**src/rtl/am4_useq_pkg.sv**
```systemverilog
// am4_useq_pkg: opcodes, select enums and decoded control bundle
// shared by the am4_useq microprogram sequencer and its stack.
package am4_useq_pkg;

  localparam logic [3:0] JZ   = 4'd0;
  localparam logic [3:0] CJS  = 4'd1;
  localparam logic [3:0] JMAP = 4'd2;
  localparam logic [3:0] CJP  = 4'd3;
  localparam logic [3:0] PUSH = 4'd4;
  localparam logic [3:0] JSRP = 4'd5;
  localparam logic [3:0] CJV  = 4'd6;
  localparam logic [3:0] JRP  = 4'd7;
  localparam logic [3:0] RFCT = 4'd8;
  localparam logic [3:0] RPCT = 4'd9;
  localparam logic [3:0] CRTN = 4'd10;
  localparam logic [3:0] CJPP = 4'd11;
  localparam logic [3:0] LDCT = 4'd12;
  localparam logic [3:0] LOOP = 4'd13;
  localparam logic [3:0] CONT = 4'd14;
  localparam logic [3:0] TWB  = 4'd15;

  typedef enum logic [1:0] {
    SRC_PL,
    SRC_MAP,
    SRC_VECT
  } src_e;

  typedef enum logic [2:0] {
    NA_ZERO,
    NA_D,
    NA_UPC,
    NA_R,
    NA_TOS
  } nsel_e;

  typedef struct packed {
    nsel_e nsel;
    src_e  src;
    logic  push;
    logic  pop;
    logic  clr;
    logic  r_ld;
    logic  r_dec;
  } ctl_t;

  function automatic ctl_t ctl_default();
    ctl_t c;
    c.nsel  = NA_UPC;
    c.src   = SRC_PL;
    c.push  = 1'b0;
    c.pop   = 1'b0;
    c.clr   = 1'b0;
    c.r_ld  = 1'b0;
    c.r_dec = 1'b0;
    return c;
  endfunction

endpackage

```
**src/rtl/am4_useq_stack.sv**
```systemverilog
// am4_useq_stack: SD x AW LIFO. Ports: clk_i, rst_i, push_i, pop_i,
// clr_i, din_i -> tos_o, sp_o (+ ovf_o/unf_o with AM4_USEQ_ERR_EN).
module am4_useq_stack
  import am4_useq_pkg::*;
#(
  parameter int AW  = 12,
  parameter int SD  = 5,
  parameter int SPW = $clog2(SD + 1)
) (
  input  logic           clk_i,
  input  logic           rst_i,
  input  logic           push_i,
  input  logic           pop_i,
  input  logic           clr_i,
  input  logic [AW-1:0]  din_i,
  output logic [AW-1:0]  tos_o,
  output logic [SPW-1:0] sp_o
`ifdef AM4_USEQ_ERR_EN
  ,
  output logic           ovf_o,
  output logic           unf_o
`endif
);

  logic [AW-1:0]  mem_q [SD];
  logic [SPW-1:0] sp_q;
  logic [SPW-1:0] sp_d;
  logic [SPW-1:0] rd_idx;
  logic [SPW-1:0] wr_idx;
  logic           full;
  logic           empty;

  assign full  = (sp_q == SPW'(SD));
  assign empty = (sp_q == '0);

  // Empty stack reads entry 0; a full stack overwrites its top entry.
  assign rd_idx = empty ? '0 : sp_q - 1'b1;
  assign wr_idx = full ? SPW'(SD - 1) : sp_q;

  assign tos_o = mem_q[rd_idx];
  assign sp_o  = sp_q;

`ifdef AM4_USEQ_ERR_EN
  assign ovf_o = push_i & full;
  assign unf_o = pop_i & empty;
`endif

  always_comb begin
    sp_d = sp_q;
    if (clr_i) begin
      sp_d = '0;
    end else if (push_i) begin
      if (!full) sp_d = sp_q + 1'b1;
    end else if (pop_i) begin
      if (!empty) sp_d = sp_q - 1'b1;
    end
  end

  always_ff @(posedge clk_i or posedge rst_i) begin
    if (rst_i) begin
      sp_q <= '0;
      for (int k = 0; k < SD; k++) begin
        mem_q[k] <= '0;
      end
    end else begin
      sp_q <= sp_d;
      if (push_i && !clr_i) begin
        mem_q[wr_idx] <= din_i;
      end
    end
  end

endmodule

```
**src/rtl/am4_useq.sv**
```systemverilog
// am4_useq: Am2910-class microprogram sequencer. Ports: clk, rst, i, d,
// ccen_n, cc_n, ci, rld_n -> y, full_n, pl_n, map_n, vect_n (+ err with AM4_USEQ_ERR_EN).
module am4_useq
  import am4_useq_pkg::*;
#(
  parameter int AW = 12,
  parameter int SD = 5
) (
  input  logic          clk,
  input  logic          rst,
  input  logic [3:0]    i,
  input  logic [AW-1:0] d,
  input  logic          ccen_n,
  input  logic          cc_n,
  input  logic          ci,
  input  logic          rld_n,
  output logic [AW-1:0] y,
  output logic          full_n,
  output logic          pl_n,
  output logic          map_n,
  output logic          vect_n
`ifdef AM4_USEQ_ERR_EN
  ,
  output logic          err
`endif
);

  localparam int SPW = $clog2(SD + 1);

  logic [AW-1:0]  upc_q, upc_d;
  logic [AW-1:0]  r_q, r_d;
  logic [AW-1:0]  tos;
  logic [AW-1:0]  y_mux;
  logic [SPW-1:0] stk_sp;
  logic           pass;
  logic           rnz;
  ctl_t           c;
  src_e           src;

  assign pass = ccen_n | ~cc_n;
  assign rnz  = |r_q;

  always_comb begin
    c = ctl_default();
    unique case (i)
      JZ: begin
        c.nsel = NA_ZERO;
        c.clr  = 1'b1;
      end
      CJS: begin
        if (pass) begin
          c.nsel = NA_D;
          c.push = 1'b1;
        end
      end
      JMAP: begin
        c.nsel = NA_D;
        c.src  = SRC_MAP;
      end
      CJP: begin
        if (pass) c.nsel = NA_D;
      end
      PUSH: begin
        c.push = 1'b1;
        c.r_ld = pass;
      end
      JSRP: begin
        c.push = 1'b1;
        c.nsel = pass ? NA_D : NA_R;
      end
      CJV: begin
        c.nsel = pass ? NA_D : NA_UPC;
        c.src  = SRC_VECT;
      end
      JRP: begin
        c.nsel = pass ? NA_D : NA_R;
      end
      RFCT: begin
        if (rnz) begin
          c.nsel  = NA_TOS;
          c.r_dec = 1'b1;
        end else begin
          c.pop = 1'b1;
        end
      end
      RPCT: begin
        if (rnz) begin
          c.nsel  = NA_D;
          c.r_dec = 1'b1;
        end
      end
      CRTN: begin
        if (pass) begin
          c.nsel = NA_TOS;
          c.pop  = 1'b1;
        end
      end
      CJPP: begin
        if (pass) begin
          c.nsel = NA_D;
          c.pop  = 1'b1;
        end
      end
      LDCT: begin
        c.r_ld = 1'b1;
      end
      LOOP: begin
        if (pass) c.pop = 1'b1;
        else      c.nsel = NA_TOS;
      end
      CONT: begin
        c.nsel = NA_UPC;
      end
      TWB: begin
        if (rnz && !pass) begin
          c.nsel  = NA_TOS;
          c.r_dec = 1'b1;
        end else if (!rnz && !pass) begin
          c.nsel = NA_D;
          c.pop  = 1'b1;
        end else begin
          c.pop = 1'b1;
        end
      end
      default: c = ctl_default();
    endcase
  end

  always_comb begin
    case (c.nsel)
      NA_ZERO: y_mux = '0;
      NA_D:    y_mux = d;
      NA_R:    y_mux = r_q;
      NA_TOS:  y_mux = tos;
      default: y_mux = upc_q;
    endcase
  end

  // Reset holds the address bus at zero and the pipeline source selected.
  assign y   = rst ? '0 : y_mux;
  assign src = rst ? SRC_PL : c.src;

  assign pl_n   = (src != SRC_PL);
  assign map_n  = (src != SRC_MAP);
  assign vect_n = (src != SRC_VECT);

  assign full_n = (stk_sp != SPW'(SD));

  assign upc_d = y + AW'(ci);

  // External load wins over both the conditional load and the decrement.
  always_comb begin
    r_d = r_q;
    if (!rld_n || c.r_ld) r_d = d;
    else if (c.r_dec)     r_d = r_q - 1'b1;
  end

  always_ff @(posedge clk or posedge rst) begin
    if (rst) begin
      upc_q <= '0;
      r_q   <= '0;
    end else begin
      upc_q <= upc_d;
      r_q   <= r_d;
    end
  end

`ifdef AM4_USEQ_ERR_EN
  logic ovf;
  logic unf;
  logic err_q, err_d;

  always_comb begin
    err_d = err_q;
    if (c.clr)          err_d = 1'b0;
    else if (ovf | unf) err_d = 1'b1;
  end

  always_ff @(posedge clk or posedge rst) begin
    if (rst) err_q <= 1'b0;
    else     err_q <= err_d;
  end

  assign err = err_q;
`endif

  am4_useq_stack #(
    .AW (AW),
    .SD (SD),
    .SPW(SPW)
  ) u_stack (
    .clk_i (clk),
    .rst_i (rst),
    .push_i(c.push),
    .pop_i (c.pop),
    .clr_i (c.clr),
    .din_i (upc_q),
    .tos_o (tos),
    .sp_o  (stk_sp)
`ifdef AM4_USEQ_ERR_EN
    ,
    .ovf_o (ovf),
    .unf_o (unf)
`endif
  );

endmodule

```
**config.mk**
```make
export PLATFORM = sky130hd
export DESIGN_NAME = am4_useq
export DESIGN_NICKNAME = d
export VERILOG_FILES = /design/src/rtl/am4_useq_pkg.sv /design/src/rtl/am4_useq_stack.sv /design/src/rtl/am4_useq.sv
export SDC_FILE = /design/constraint.sdc
export NUM_CORES = 1
export LEC_CHECK = 0
export BUFFER_PORTS_ARGS = -buffer_cell sky130_fd_sc_hd__buf_2
export CAP_MARGIN = 20
export CORE_UTILIZATION = 64
export CTS_CLUSTER_SIZE = 10
export DETAILED_ROUTE_END_ITERATION = 8
export PLACE_DENSITY_LB_ADDON = 0.3
export SLEW_MARGIN = 0
export SYNTH_ARGS = -nofsm -noshare
export SYNTH_HDL_FRONTEND = slang
export SYNTH_HIERARCHICAL = 1
export SYNTH_SLANG_ARGS = --single-unit
```
**constraint.sdc**
```tcl
create_clock -name clk -period 6.8 [get_ports clk]
set_input_delay 0.34 -clock clk [delete_from_list [all_inputs] [get_ports clk]]
set_output_delay 0.34 -clock clk [all_outputs]
set_load 0.01 [all_outputs]
```
; Word-level counts from Yosys, hierarchy flattened
; Index checks and enable logic that the tools add are counted.
[op_classes]
n_addsub = 4
magnitude_cmp = 3
n_eq_ne = 23
n_mux = 38
n_bitwise = 4
reduce_logical = 22
[op_table]
columns = op, count
row1 = 2-to-1 mux 12 bit, 6
row2 = bitwise mux 60 bit, 1
row3 = case mux 12 bit (4 select lines), 1
row4 = binary-select mux 12 bit (select 3 bit), 1
row5 = demux 12 bit (select 3 bit), 1
row6 = 2-to-1 mux 3 bit, 11
row7 = "== test 4 bit, second input constant", 7
row8 = case mux 3 bit (9 select lines), 1
row9 = "== test 4 x 3 -> 1 bit, second input constant", 4
row10 = adder 12 x 1 -> 12 bit, 1
row11 = OR reduction 12 bit, 1
row12 = "subtractor 12 x 1 -> 12 bit, second input constant", 1
row13 = 2-to-1 mux 2 bit, 5
row14 = "== test 4 x 2 -> 1 bit, second input constant", 2
row15 = ">= comparator 4 bit, second input constant", 2
row16 = NOT 3 -> 4 bit, 2
row17 = "== test 3 bit, second input constant", 2
row18 = logical NOT 3 bit, 2
row19 = 2-to-1 mux 1 bit, 6
row20 = "inequality test 3 bit, second input constant", 2
row21 = case mux 1 bit (2 select lines), 3
row22 = OR reduction 2 bit, 3
row23 = "== test 4 x 1 -> 1 bit, second input constant", 1
row24 = logical AND 1 bit, 4
row25 = other kinds (20), 24
[word_totals]
regBits = 87
in_bits = 22
output_inout_bits = 16
wordCells = 102

; Longest topological paths before layout
[logic_depth]
word_depth = 11
depth_mapped = 16

; By module
; Netlist, hierarchy kept.
[by_module_without_submodules]
columns = mod, instances, cells_each, area_each_um2
row1 = am4_useq_stack, 1, 235, 3113.0
row2 = am4_useq, 1, 231, 1961.9

; Worst setup path after synthesis
; No wires, ideal clock.
[synth_timing]
path_type = register to register
start = register r_q[0]
end = register upc_q[10]
setup_ps = 146
arrival_ps = 3380
slack_ps = 3274
stages_incl_launch_ff = 17
n_path_buf = 1
synth_period_minus_slack_ps = 3526
cell_sequence = dfrtp_1 > inv_1 > ha_1 > or3b_2 > nor4_4 > nand3_2 > nand2_1 > buf_2 > a21oi_1 > a2bb2oi_1 > nor3_1 > ha_1 > ha_1 > nand3_1 > nor4_4 > nand3_1 > xnor2_1
[synth_via]
elab_chain_cells = 10
elab_cells_between_ends = 16
classes_between = 1 x add/sub / 3 x eq/ne / 7 x mux / 5 x reduce/logical
[synth_rtl]
columns = element, line_no
row1 = "start, declared", am4_useq.sv:31  ; logic [AW-1:0] r_q, r_d;
row2 = "start signal, assigned", am4_useq.sv:164  ; r_q <= r_d;
row3 = OR reduction 12 bit, am4_useq.sv:41  ; assign rnz = |r_q;
row4 = logical NOT 1 bit, am4_useq.sv:118  ; end else if (!rnz && !pass) begin
row5 = logical AND 1 bit, am4_useq.sv:118
row6 = 2-to-1 mux 2 bit, am4_useq.sv:118
row7 = 2-to-1 mux 3 bit, am4_useq.sv:115  ; if (rnz && !pass) begin
row8 = case mux 3 bit (9 select lines), am4_useq.sv:45  ; unique case (i)
row9 = == test 3 bit (tied with other cells), am4_useq.sv:130  ; case (c.nsel)
row10 = case mux 12 bit (4 select lines) (*), am4_useq.sv:130
row11 = 2-to-1 mux 12 bit (*), am4_useq.sv:140  ; assign y = rst ? '0 : y_mux;
row12 = net y[0], am4_useq.sv:17  ; output logic [AW-1:0] y,
row13 = adder 12 x 1 -> 12 bit (*), am4_useq.sv:149  ; assign upc_d = y + AW'(ci);
row14 = net upc_d[10], am4_useq.sv:30  ; logic [AW-1:0] upc_q, upc_d;
row15 = "end signal, assigned", am4_useq.sv:163  ; upc_q <= upc_d;
row16 = "end, declared", am4_useq.sv:30
; Mark *: on every way through the listed nets, which the timed path passes. The rest lies on a longest branch.
; A chain may end at the register's enable or synchronous reset.

; Final worst setup path
[layout_timing]
start = register u_stack.sp_q[0], in the netlist u_stack/sp_o[0]
end = output port y[10]
[layout_via]
elab_chain_cells = 8
elab_cells_between_ends = 9
classes_between = 1 x add/sub / 6 x mux / 1 x bitwise / 1 x reduce/logical
[layout_rtl]
columns = element, line_no
row1 = "start, declared", am4_useq_stack.sv:26  ; logic [SPW-1:0] sp_q;
row2 = "start signal, assigned", am4_useq_stack.sv:66  ; sp_q <= sp_d;
row3 = subtractor 3 x 1 -> 3 bit / logical NOT 3 bit (equally long branches), "am4_useq_stack.sv:37, am4_useq_stack.sv:34"
row4 = 2-to-1 mux 3 bit (*), am4_useq_stack.sv:37  ; assign rd_idx = empty ? '0 : sp_q - 1'b1;
row5 = NOT 3 -> 4 bit (implied by the code) (*), am4_useq_stack.sv:40  ; assign tos_o = mem_q[rd_idx];
row6 = binary-select mux 12 bit (select 3 bit) (*), am4_useq_stack.sv:40
row7 = 2-to-1 mux 12 bit (implied by the code) (*) (2 in a row), am4_useq_stack.sv:40
row8 = net tos[10], am4_useq.sv:32  ; logic [AW-1:0] tos;
row9 = case mux 12 bit (4 select lines) (*), am4_useq.sv:130
row10 = 2-to-1 mux 12 bit (*), am4_useq.sv:140
row11 = "end, declared", am4_useq.sv:17
; Mark *: on every way through the listed nets, which the timed path passes. The rest lies on a longest branch. The select of a mux whose other input is x is not followed.

==> impl_metrics.py <==
metrics = {
    "yosys": {
        "synth_warnings": 6,
        "yosysTopAreaCell": "dfrtp_1",
        "yosysSeqAreaShare": 0.4290,
        "ys_seq_elements": 87,
        "synth_top_area_frac": 0.4290,
        "netlist_area_mm2": 0.005075,
        "synthTopCellsByArea": "dfrtp_1 (43%), mux2_2 (16%), xnor2_1 (3.5%)",
        "synth_commonest_cells": "dfrtp_1 (87), mux2_2 (74), nand2_1 (29)",
        "avgSynthCellArea_um2": 10.89,
        "synth-edff-count": 0,
        "async_flop_share": 1.000,
        "yosysMostFrequentCell": "dfrtp_1",
        "syn_inst": 466,
        "synth_fp_nets": 496,
        "yosys.cell_types.count": 61,
        "ys.flop_type": "dfrtp_1",
    },
    "cts": {
        "cts-resized-gates": 0,
        "path_clk_slew_ns": 0.09,
        "clock-sinks": 87,
        "max-clock-path-buffers": 2,
        "cts_tree": "done",
        "cts_inserted_buffers": 9,
        "cts_max_level": 3,
        "root_buffer": "clkbuf_8",
        "clk_latency_ns": 0.37,
    },
    "pwr": {
        "p_sw_frac": 0.3601,
        "power_switching_mw": 0.6811,
        "p_comb_frac": 0.361,
        "p_int_mw": 1.210,
        "ir_drop_mv": 0.2402,
        "p_leak_nw": 2.487,
        "p_per_area_mw_per_mm2": 344.7,
        "clock_power_share": 0.194,
        "seqPwrFrac": 0.445,
    },
    "timing": {
        "rsz0062_at_grt": "no",
        "final-setup-viol-count": 0,
        "whs_ns": 0.2062,
        "slew_violations": 0,
        "finalCritPeriodShare": 0.7078,
        "min_period_ns": 4.813,
        "skew_ns": 0.01038,
        "final.setup.tns_ns": 0,
        "hold_violations": 0,
        "tightest_slew_ns": 0.9547,
        "fmax_mhz": 207.8,
        "slew_headroom": 0.3577,
    },
    "detailed_routing": {
        "routed_wl_um": 12130,
        "post_drt_wl_per_cell_um": 20.29,
        "drc": 0,
        "vias": 3914,
        "vias_per_cell": 6.545,
        "first_iter_violations": 250,
        "drtAntennaViolNets": 0,
        "dr.pass1.iters": 5,
    },
    "finish": {
        "area_growth_pct": 8.136,
        "nets": 521,
        "stdcell_count": 598,
        "diodes": 0,
        "drive_gt1_frac": 0.3266,
    },
    "floorplanning": {
        "fp.dieH_um": 91.05,
        "fp.dieW_um": 91.05,
        "dieArea_mm2": 0.008289,
        "std_cell_rows": 32,
        "core_area_mm2": 0.007687,
        "start_util": 0.6602,
        "num_io_pins": 38,
    },
    "placed_design": {
        "numPortBuffers": 37,
        "gp_congestion": 0.9489,
        "placedCellCount": 580,
        "dpl.hpwl_um": 8638,
    },
    "min_path": {
        "holdCritPathClass": "in -> reg",
    },
    "grt": {
        "grt_pass1_wl_um": 19550,
        "grt_pass1_vias": 3888,
        "grt_start_max_net_pins": 64,
        "antenna_found_initial": 0,
        "overflow": 0,
        "grt_usage": 0.3072,
    },
    "setup_path": {
        "worstSetupEndpointType": "output pin",
        "worstPathMaxFanout": 32,
        "criticalPathCategory": "reg -> out",
        "cp.arrival_ns": 4.47,
        "cp_data_required_time_ns": 6.46,
        "start_kind": "flop",
    },
    "run_status": {
        "status": "completed",
    },
    "flow_run": {
        "drv_cap": 0,
    },
}
==> metal layers <==
layer | vias to the layer above | wire length [um] | GRT usage
met5 | - | 0 | 0
met4 | 0 | 434 | 0.1376
met3 | 43 | 815 | 0.06449
met2 | 161 | 5893 | 0.5057
met1 | 1940 | 4991 | 0.3913
li1 | 1770 | - | -
==> stage by stage <==
stage	utilization	setup WS [ns]	area [um2]	total power [mW]
after CTS	0.7090	2.028	5450	1.887
after global routing	0.7139	1.666	5488	1.995
after detailed placement	0.6828	2.250	5249	1.518
after global placement	0.6828	2.461	5249	1.476
final	0.7139	1.987	5488	1.891
after floorplan	-	3.274	5075	1.350
==> state kept, by name, summed over array words and instances, names as in the netlist <==
name and flops:
u_stack/mem_q 60, r_q 12, upc_q 12, u_stack/sp_o 3
==> worst max-delay path, stage by stage (launching register included) <==
cell	delay, ns
dfrtp_1	0.87
inv_1	0.17
ha_1	0.29
ha_1	0.43
nor2_2	0.69
mux2_2	0.29
a221o_1	0.20
a21oi_1	0.08
nor2_1	0.11
a21oi_1	0.05
a211oi_1	0.66
buf_2	0.26
==> worst paths after layout <==
kind,to,start,depth (start not counted),slack (ns)
setup reg to reg,upc_q[8],u_stack/sp_o[0],14,2.18
hold / removal,r_q[0],d[0],3,0.21
setup / recovery,y[10],u_stack/sp_o[0],11,1.99
hold reg to reg,u_stack/mem_q[39],u_stack/mem_q[39],1,0.51
min in group asynchronous,r_q[1],rst,3,0.50
max in group asynchronous,u_stack/mem_q[55],rst,4,5.46
==> cell type report <==
cell class	count	area, um2
Clock inverter	7	77.57
Timing Repair Buffer	44	260.3
Clock buffer	9	123.9
Tap cell	102	127.6
Inverter	18	67.56
Multi-Input combinational cell	331	2654
Fill cell	599	2200
Sequential cell	87	2177
==> power groups by stage <==
| stage | Clock [mW] | Combinational, mW | Sequential (mW) |
|---|---|---|---|
| detailed placement | 0 | 0.670 | 0.848 |
| floorplan | 0 | 0.570 | 0.779 |
| global placement | 0 | 0.642 | 0.834 |
| global route | 0.390 | 0.740 | 0.865 |
| CTS | 0.372 | 0.677 | 0.838 |
| finish | 0.366 | 0.683 | 0.842 |
==> layout by cell type (no fill, tap or decap), drive strengths merged, types with 3 or more instances in the layout <==
master / n
dfrtp: 87
mux2: 74
buf: 43
nand2: 29
o21ai: 25
nor2: 25
xnor2: 20
inv: 20
a211oi: 17
a221o: 16
a21oi: 12
or3b: 12
clkbuf: 9
ha: 8
o211ai: 7
nor3: 7
nand3: 6
nand4: 5
and4: 5
a221oi: 4
o2111ai: 4
and2: 4
nor4: 4
nand2b: 3
or4: 3
xor2: 3
a211o: 3
o21a: 3
clkinv: 3
==> what timing repair did <==
item,in CTS,in global routing
buffers inserted,0,0
endpoints found under the hold margin,0,3
hold buffers,0,1
==> kinds of logic (layout without fill, tap and decap cells) <==
group	Yosys count	after routing	share of synthesized area
and+or+nand+nor	120	120	0.1432
AOI/OAI and AO/OA	104	104	0.1521
DFF	87	87	0.4290
muxes	76	76	0.1681
buffers and inverters	48	78	0.04807
xor gates and xnor gates	23	23	0.03970
adders and majority gates	8	8	0.01972
(Power assumes the default switching activity.)
